<file path="src/rtl/regfile_write_arbiter_pkg.sv">
// Shared definitions for the register-file write arbiter.
// Default widths, the hard-wired zero register index, and requester indices.
// No logic; imported by the top and its holding-buffer sub-module.
package regfile_write_arbiter_pkg;

  localparam int DATA_W_DEF = 32;
  localparam int ADDR_W_DEF = 5;

  // Register 0 reads as zero; writes to it are consumed but never strobed.
  localparam int ZERO_REG = 0;

  typedef enum logic {
    REQ_ALU  = 1'b0,
    REQ_LOAD = 1'b1
  } req_idx_t;

endpackage

</file>
<file path="src/rtl/regfile_write_arbiter_hold_buffer.sv">
// wb_hold_buffer: one-entry writeback holding slot (valid/addr/data).
// Latency: load or clear takes effect at the next rising edge of clk.
// Backpressure: none internally; the owner decides when load/clear assert.
// Ports: clk, reset (sync, active-high), load + load_addr/load_data, clear,
//        valid/addr/data reflecting the held entry.
module wb_hold_buffer
  import regfile_write_arbiter_pkg::*;
#(
  parameter int DATA_W = DATA_W_DEF,
  parameter int ADDR_W = ADDR_W_DEF
) (
  input  logic              clk,
  input  logic              reset,
  input  logic              load,
  input  logic [ADDR_W-1:0] load_addr,
  input  logic [DATA_W-1:0] load_data,
  input  logic              clear,
  output logic              valid,
  output logic [ADDR_W-1:0] addr,
  output logic [DATA_W-1:0] data
);

  // A load on the same edge as a clear wins: the slot is drained and
  // refilled back-to-back, which is what keeps a lone requester at full rate.
  always_ff @(posedge clk) begin
    if (reset) begin
      valid <= 1'b0;
      addr  <= '0;
      data  <= '0;
    end else if (load) begin
      valid <= 1'b1;
      addr  <= load_addr;
      data  <= load_data;
    end else if (clear) begin
      valid <= 1'b0;
    end
  end

endmodule

</file>
<file path="src/rtl/regfile_write_arbiter.sv">
// Round-robin arbiter sharing the register-file write port between ALU (0)
// and load/multi-cycle (1) writeback. Latency: accept N -> buffered N+1 ->
// wr_enable N+2. Backpressure: reqN_ready is low only while bufferN is full
// and not being granted this cycle (and during reset).
// Ports: reqN_valid/ready/addr/data per requester; registered wr_enable,
//        wr_addr, wr_data, wr_src to the register file; rd_addr -> rd_pending
//        for the decode interlock.
module regfile_write_arbiter
  import regfile_write_arbiter_pkg::*;
#(
  parameter int DATA_W = DATA_W_DEF,
  parameter int ADDR_W = ADDR_W_DEF
) (
  input  logic              clk,
  input  logic              reset,
  input  logic              req0_valid,
  output logic              req0_ready,
  input  logic [ADDR_W-1:0] req0_addr,
  input  logic [DATA_W-1:0] req0_data,
  input  logic              req1_valid,
  output logic              req1_ready,
  input  logic [ADDR_W-1:0] req1_addr,
  input  logic [DATA_W-1:0] req1_data,
  output logic              wr_enable,
  output logic [ADDR_W-1:0] wr_addr,
  output logic [DATA_W-1:0] wr_data,
  output logic              wr_src,
  input  logic [ADDR_W-1:0] rd_addr,
  output logic              rd_pending
);

  localparam logic [ADDR_W-1:0] ZERO_ADDR = ADDR_W'(ZERO_REG);

  logic              buf0_valid, buf1_valid;
  logic [ADDR_W-1:0] buf0_addr, buf1_addr;
  logic [DATA_W-1:0] buf0_data, buf1_data;

  logic              grant0, grant1, grant_any;
  logic [ADDR_W-1:0] granted_addr;
  logic [DATA_W-1:0] granted_data;
  logic              granted_src;
  logic              load0, load1;
  req_idx_t          last_grant;

  // Holding slots
  wb_hold_buffer #(.DATA_W(DATA_W), .ADDR_W(ADDR_W)) u_buf0 (
    .clk       (clk),
    .reset     (reset),
    .load      (load0),
    .load_addr (req0_addr),
    .load_data (req0_data),
    .clear     (grant0),
    .valid     (buf0_valid),
    .addr      (buf0_addr),
    .data      (buf0_data)
  );

  wb_hold_buffer #(.DATA_W(DATA_W), .ADDR_W(ADDR_W)) u_buf1 (
    .clk       (clk),
    .reset     (reset),
    .load      (load1),
    .load_addr (req1_addr),
    .load_data (req1_data),
    .clear     (grant1),
    .valid     (buf1_valid),
    .addr      (buf1_addr),
    .data      (buf1_data)
  );

  // Arbitration: on a tie the requester that did not win last time goes.
  always_comb begin
    grant0 = buf0_valid && (!buf1_valid || (last_grant == REQ_LOAD));
    grant1 = buf1_valid && (!buf0_valid || (last_grant == REQ_ALU));
    grant_any = grant0 || grant1;
    granted_addr = grant1 ? buf1_addr : buf0_addr;
    granted_data = grant1 ? buf1_data : buf0_data;
    granted_src  = grant1;
  end

  // Ready looks through a slot that is being drained this cycle.
  assign req0_ready = !reset && (!buf0_valid || grant0);
  assign req1_ready = !reset && (!buf1_valid || grant1);
  assign load0      = req0_valid && req0_ready;
  assign load1      = req1_valid && req1_ready;

  // Starting at REQ_LOAD makes requester 0 win the first tie after reset.
  always_ff @(posedge clk) begin
    if (reset) begin
      last_grant <= REQ_LOAD;
    end else if (grant_any) begin
      last_grant <= grant1 ? REQ_LOAD : REQ_ALU;
    end
  end

  // Registered write port. Register-0 beats are consumed without a strobe;
  // addr/data/src still follow the grant so the bus shows what was drained.
  always_ff @(posedge clk) begin
    if (reset) begin
      wr_enable <= 1'b0;
      wr_addr   <= '0;
      wr_data   <= '0;
      wr_src    <= 1'b0;
    end else if (grant_any) begin
      wr_enable <= (granted_addr != ZERO_ADDR);
      wr_addr   <= granted_addr;
      wr_data   <= granted_data;
      wr_src    <= granted_src;
    end else begin
      wr_enable <= 1'b0;
    end
  end

  // Decode interlock: any write still in a buffer or on the port this cycle.
  always_comb begin
    rd_pending = 1'b0;
    if (rd_addr != ZERO_ADDR) begin
      rd_pending = (buf0_valid && (buf0_addr == rd_addr)) ||
                   (buf1_valid && (buf1_addr == rd_addr)) ||
                   (wr_enable  && (wr_addr   == rd_addr));
    end
  end

endmodule

</file>
<file path="config.mk">
export PLATFORM = sky130hd
export DESIGN_NAME = regfile_write_arbiter
export DESIGN_NICKNAME = d
export VERILOG_FILES = /design/src/rtl/regfile_write_arbiter_pkg.sv /design/src/rtl/regfile_write_arbiter_hold_buffer.sv /design/src/rtl/regfile_write_arbiter.sv
export SDC_FILE = /design/constraint.sdc
export NUM_CORES = 1
export LEC_CHECK = 0
export BUFFER_PORTS_ARGS = -buffer_cell sky130_fd_sc_hd__buf_2
export CAP_MARGIN = 10
export CORE_MARGIN = 1
export CORE_UTILIZATION = 53
export CTS_CLUSTER_SIZE = 10
export DETAILED_ROUTE_END_ITERATION = 16
export PLACE_DENSITY = 0.8
export SLEW_MARGIN = 0
export SYNTH_ARGS = -nofsm -noshare
export SYNTH_HDL_FRONTEND = slang
export SYNTH_SLANG_ARGS = --single-unit
</file>
<file path="constraint.sdc">
create_clock -name clk -period 1.5 [get_ports clk]
set_input_delay 0.225 -clock clk [delete_from_list [all_inputs] [get_ports clk]]
set_output_delay 0.225 -clock clk [all_outputs]
set_load 0.01 [all_outputs]
</file>
==> impl_results.md <==
* Status: finished with violations
* Failing checks: negative setup slack
* Post-Route WL at 15100 um
* Core Util, Final at 0.827
* DP Worst Slack at 42.3 ps
* Reg2reg setup slack at -130 ps
* Synth Register Bits at 116
* VDD IR-drop max at 1.09 mV
* Xor/xnor cell area share of the yosys netlist at 0.0271
* DR vias at 4703
* Area contributors post-synth: dfxtp_1, nand2_1, mux2i_1
* Min-delay src: req1_valid
* Fillers at between 400 and 500
* FFs w/ async S/R, synth at 0
* Drt pass-1 iters at 5
* Arr. time, crit path at around 1700 ps
* Clock sinks at around 120
* CTS Buf Count at 17
* Die area at ~9500 sq um
* Synth Area in Compound Gates at 0.114
* CTS tree: done
* R2r worst-path depth at 7
* Row cnt at 34
* Top_reg_cell synth: dfxtp_1
* FMAX at between 500 and 600 MHz
* EDFF count, synth at 0
* Htree depth at 4
* # port buffers at 124
* Final setup viols at 24
* Top cell type by total area after synthesis: dfxtp_1
* Clock root buffer: clkbuf_8
* Static Leak at 3.22 nW
* Clk pin slew, worst setup/hold paths at 60 ps
* Max Buffers Root-to-Sink at 2
* Largest family of logic cells by synthesized area: simple AND/OR/NAND/NOR gates
* Met1 GRT Util at 0.335
* Chip Height at 97.6 um
* Setup CP Type: flop to output pin
* Post-synthesis simple-gate area fraction at 0.245
* Fin. Hold Viols at 0
* Reg-to-Reg End: u_buf0.data[22]
* Wire per inst at approximately 17 um
* Vias in the first global route at 4507
* Antenna Cells at 0
* First-pass GRT wire length at 21000 um
* Syn-to-layout area delta at 49.7%
* Post-Syn Area at about 4800 sq um
* Slew Limit Headroom at 0.639
* Grt met2 use at 0.477
* Overall Global Routing Usage at 0.275
* Synth warn at 0
* Core ar. at 8760 sq um
* R2r startpoint: u_buf1.valid
* Initial Util at 0.552
* Adder-cell share of the synthesized area at 0
* Kind of end point of the critical path: output pin
* Syn Area/Cell at 8.98 sq um
* Nets@finish at around 830
* Slew Limit Fails at 0
* Net Count, Synth at 622
* Setup Skew at 11.3 ps
* Clock latency at the later pin of the worst-skew pair at approximately 510 ps
* Yosys top cell area share at 0.480
* Commonest non-fill, non-tap cell in the layout: buf_2
* GR peak layer: met2
* Hold slack final at about 29 ps
* Drt initial violations at 190
* Largest net degree at the start of global routing at 63
* CP startpoint kind: flop
* I/O pins at 125
* Setup ws final at -461 ps
* Post-synth cell types at 31
* Placer congestion estimate at 0.913
* Overall Power at around 0.009 W
* Seq/Total Area, Yosys at 0.480
* DRC violations left at 0
* Power Dens Cells at 1220 nW/um^2
* Max-cap violations at 0
* Worst Hold Depth at 3
* Antenna violations before repair at 0
* Vias per cell at 5.44
* Tcrit/Tclk final at 1.31
* Worst Path Max Fanout at 4
* RSZ-0062 raised after global routing: true
* Mux cell area share after synthesis at 0.0765
* Layout cells sized above 1 at 0.307
* Mapped Cells at between 500 and 600
* Tmin final at between 1500 and 2000 ps
* Worst EP required at 1270 ps
* Hold Path End: u_buf1.valid
* Commonest non-fill, non-tap cells in the layout: buf_2, dfxtp_1, nand2_1
* Met3 usage at 0.0655
* HPWL after detailed placement at 7390 um
* Total grt overflow at 0
* Slew @ Worst Pin at 541 ps
* Die W at 97.6 um
* DRT antenna net count at 0
* HP Class: input pin to flop
==> cell type report <==
class,instances,area [sq um],share of cell area
clock buffers,22,473,0.0653
clock inverters,9,126,0.0174
inverters,1,3.75,0.000518
multi-input cells,380,2390,0.330
flip-flops and latches,116,2330,0.322
well taps,108,135,0.0186
repair buffers,228,1780,0.246
==> worst max path at each step <==
| stage | start | end | slack (ps) | depth (start not counted) |
|---|---|---|---|---|
| floorplan | wr_addr[0] | rd_pending | 170 | 4 |
| global placement | rd_addr[0] | rd_pending | 110 | 6 |
| detailed placement | rd_addr[0] | rd_pending | 40 | 6 |
| CTS | wr_addr[2] | rd_pending | -440 | 5 |
| global route | wr_addr[2] | rd_pending | -560 | 5 |
| finish | u_buf0.addr[2] | rd_pending | -460 | 5 |
==> state kept, by name (all words and copies together), names as in the netlist <==
register      flops
wr_src            1
u_buf0.addr       5
u_buf1.valid      1
last_grant        1
wr_enable         1
u_buf1.data      32
u_buf0.valid      1
wr_addr           5
u_buf1.addr       5
wr_data          32
u_buf0.data      32
==> cells by family (layout without fill, tap and decap cells) <==
family                    after synthesis  after routing
buffers and inverters                  43            260
AOI/OAI and AO/OA                      86             86
muxes                                  37             37
DFF                                   116            116
and+or+nand+nor                       242            242
xor gates and xnor gates               15             15
==> cells in the mapped netlist (4+ instances only) <==
cell and n:
nand2_1 108, nand2b_1 43, nor2_1 46, mux2i_1 37, dfxtp_1 116, buf_12 4, a211oi_1 36, xor2_1 13
buf_2 9, nand3b_1 32, clkbuf_1 20, buf_4 6, o21ai_1 42
==> through the flow <==
step | instance area (sq um) | TNS, ps | instances
after floorplan | 4840 | 0 | 539
after global placement | 5500 | 0 | 744
after detailed placement | 5500 | 0 | 744
after CTS | 6890 | -491 | 852
after global routing | 7250 | -3150 | 864
final | 7250 | -2170 | 864
==> power breakdown <==
part	internal, W	switching, W	total (W)
Combinational	0.000637	0.000643	0.00128
Sequential	0.00333	0.000162	0.00349
Clock	0.00269	0.00137	0.00406
Total	0.00665	0.00218	0.00883
==> what timing repair did <==
action                                 CTS  global route
gates resized for setup                  9            55
gates cloned                             0             7
setup buffers                            2             5
hold buffers                            75             0
setup endpoints to repair                3            55
endpoints found under the hold margin   75             0
pin swaps                                5            16
==> worst max-delay path: stages (launching register included) <==
cell and delay [ps]:
dfxtp_1 330, xor2_1 160, nor4_1 350, a32oi_1 100, a21oi_1 150, buf_2 140
==> layer usage <==
layer / part of all wire / vias to the layer above
met4: 0.020 / 0
li1: - / 2232
met1: 0.41 / 2229
met5: 0 / -
met3: 0.067 / 25
met2: 0.50 / 217
(Power assumes the default switching activity.)
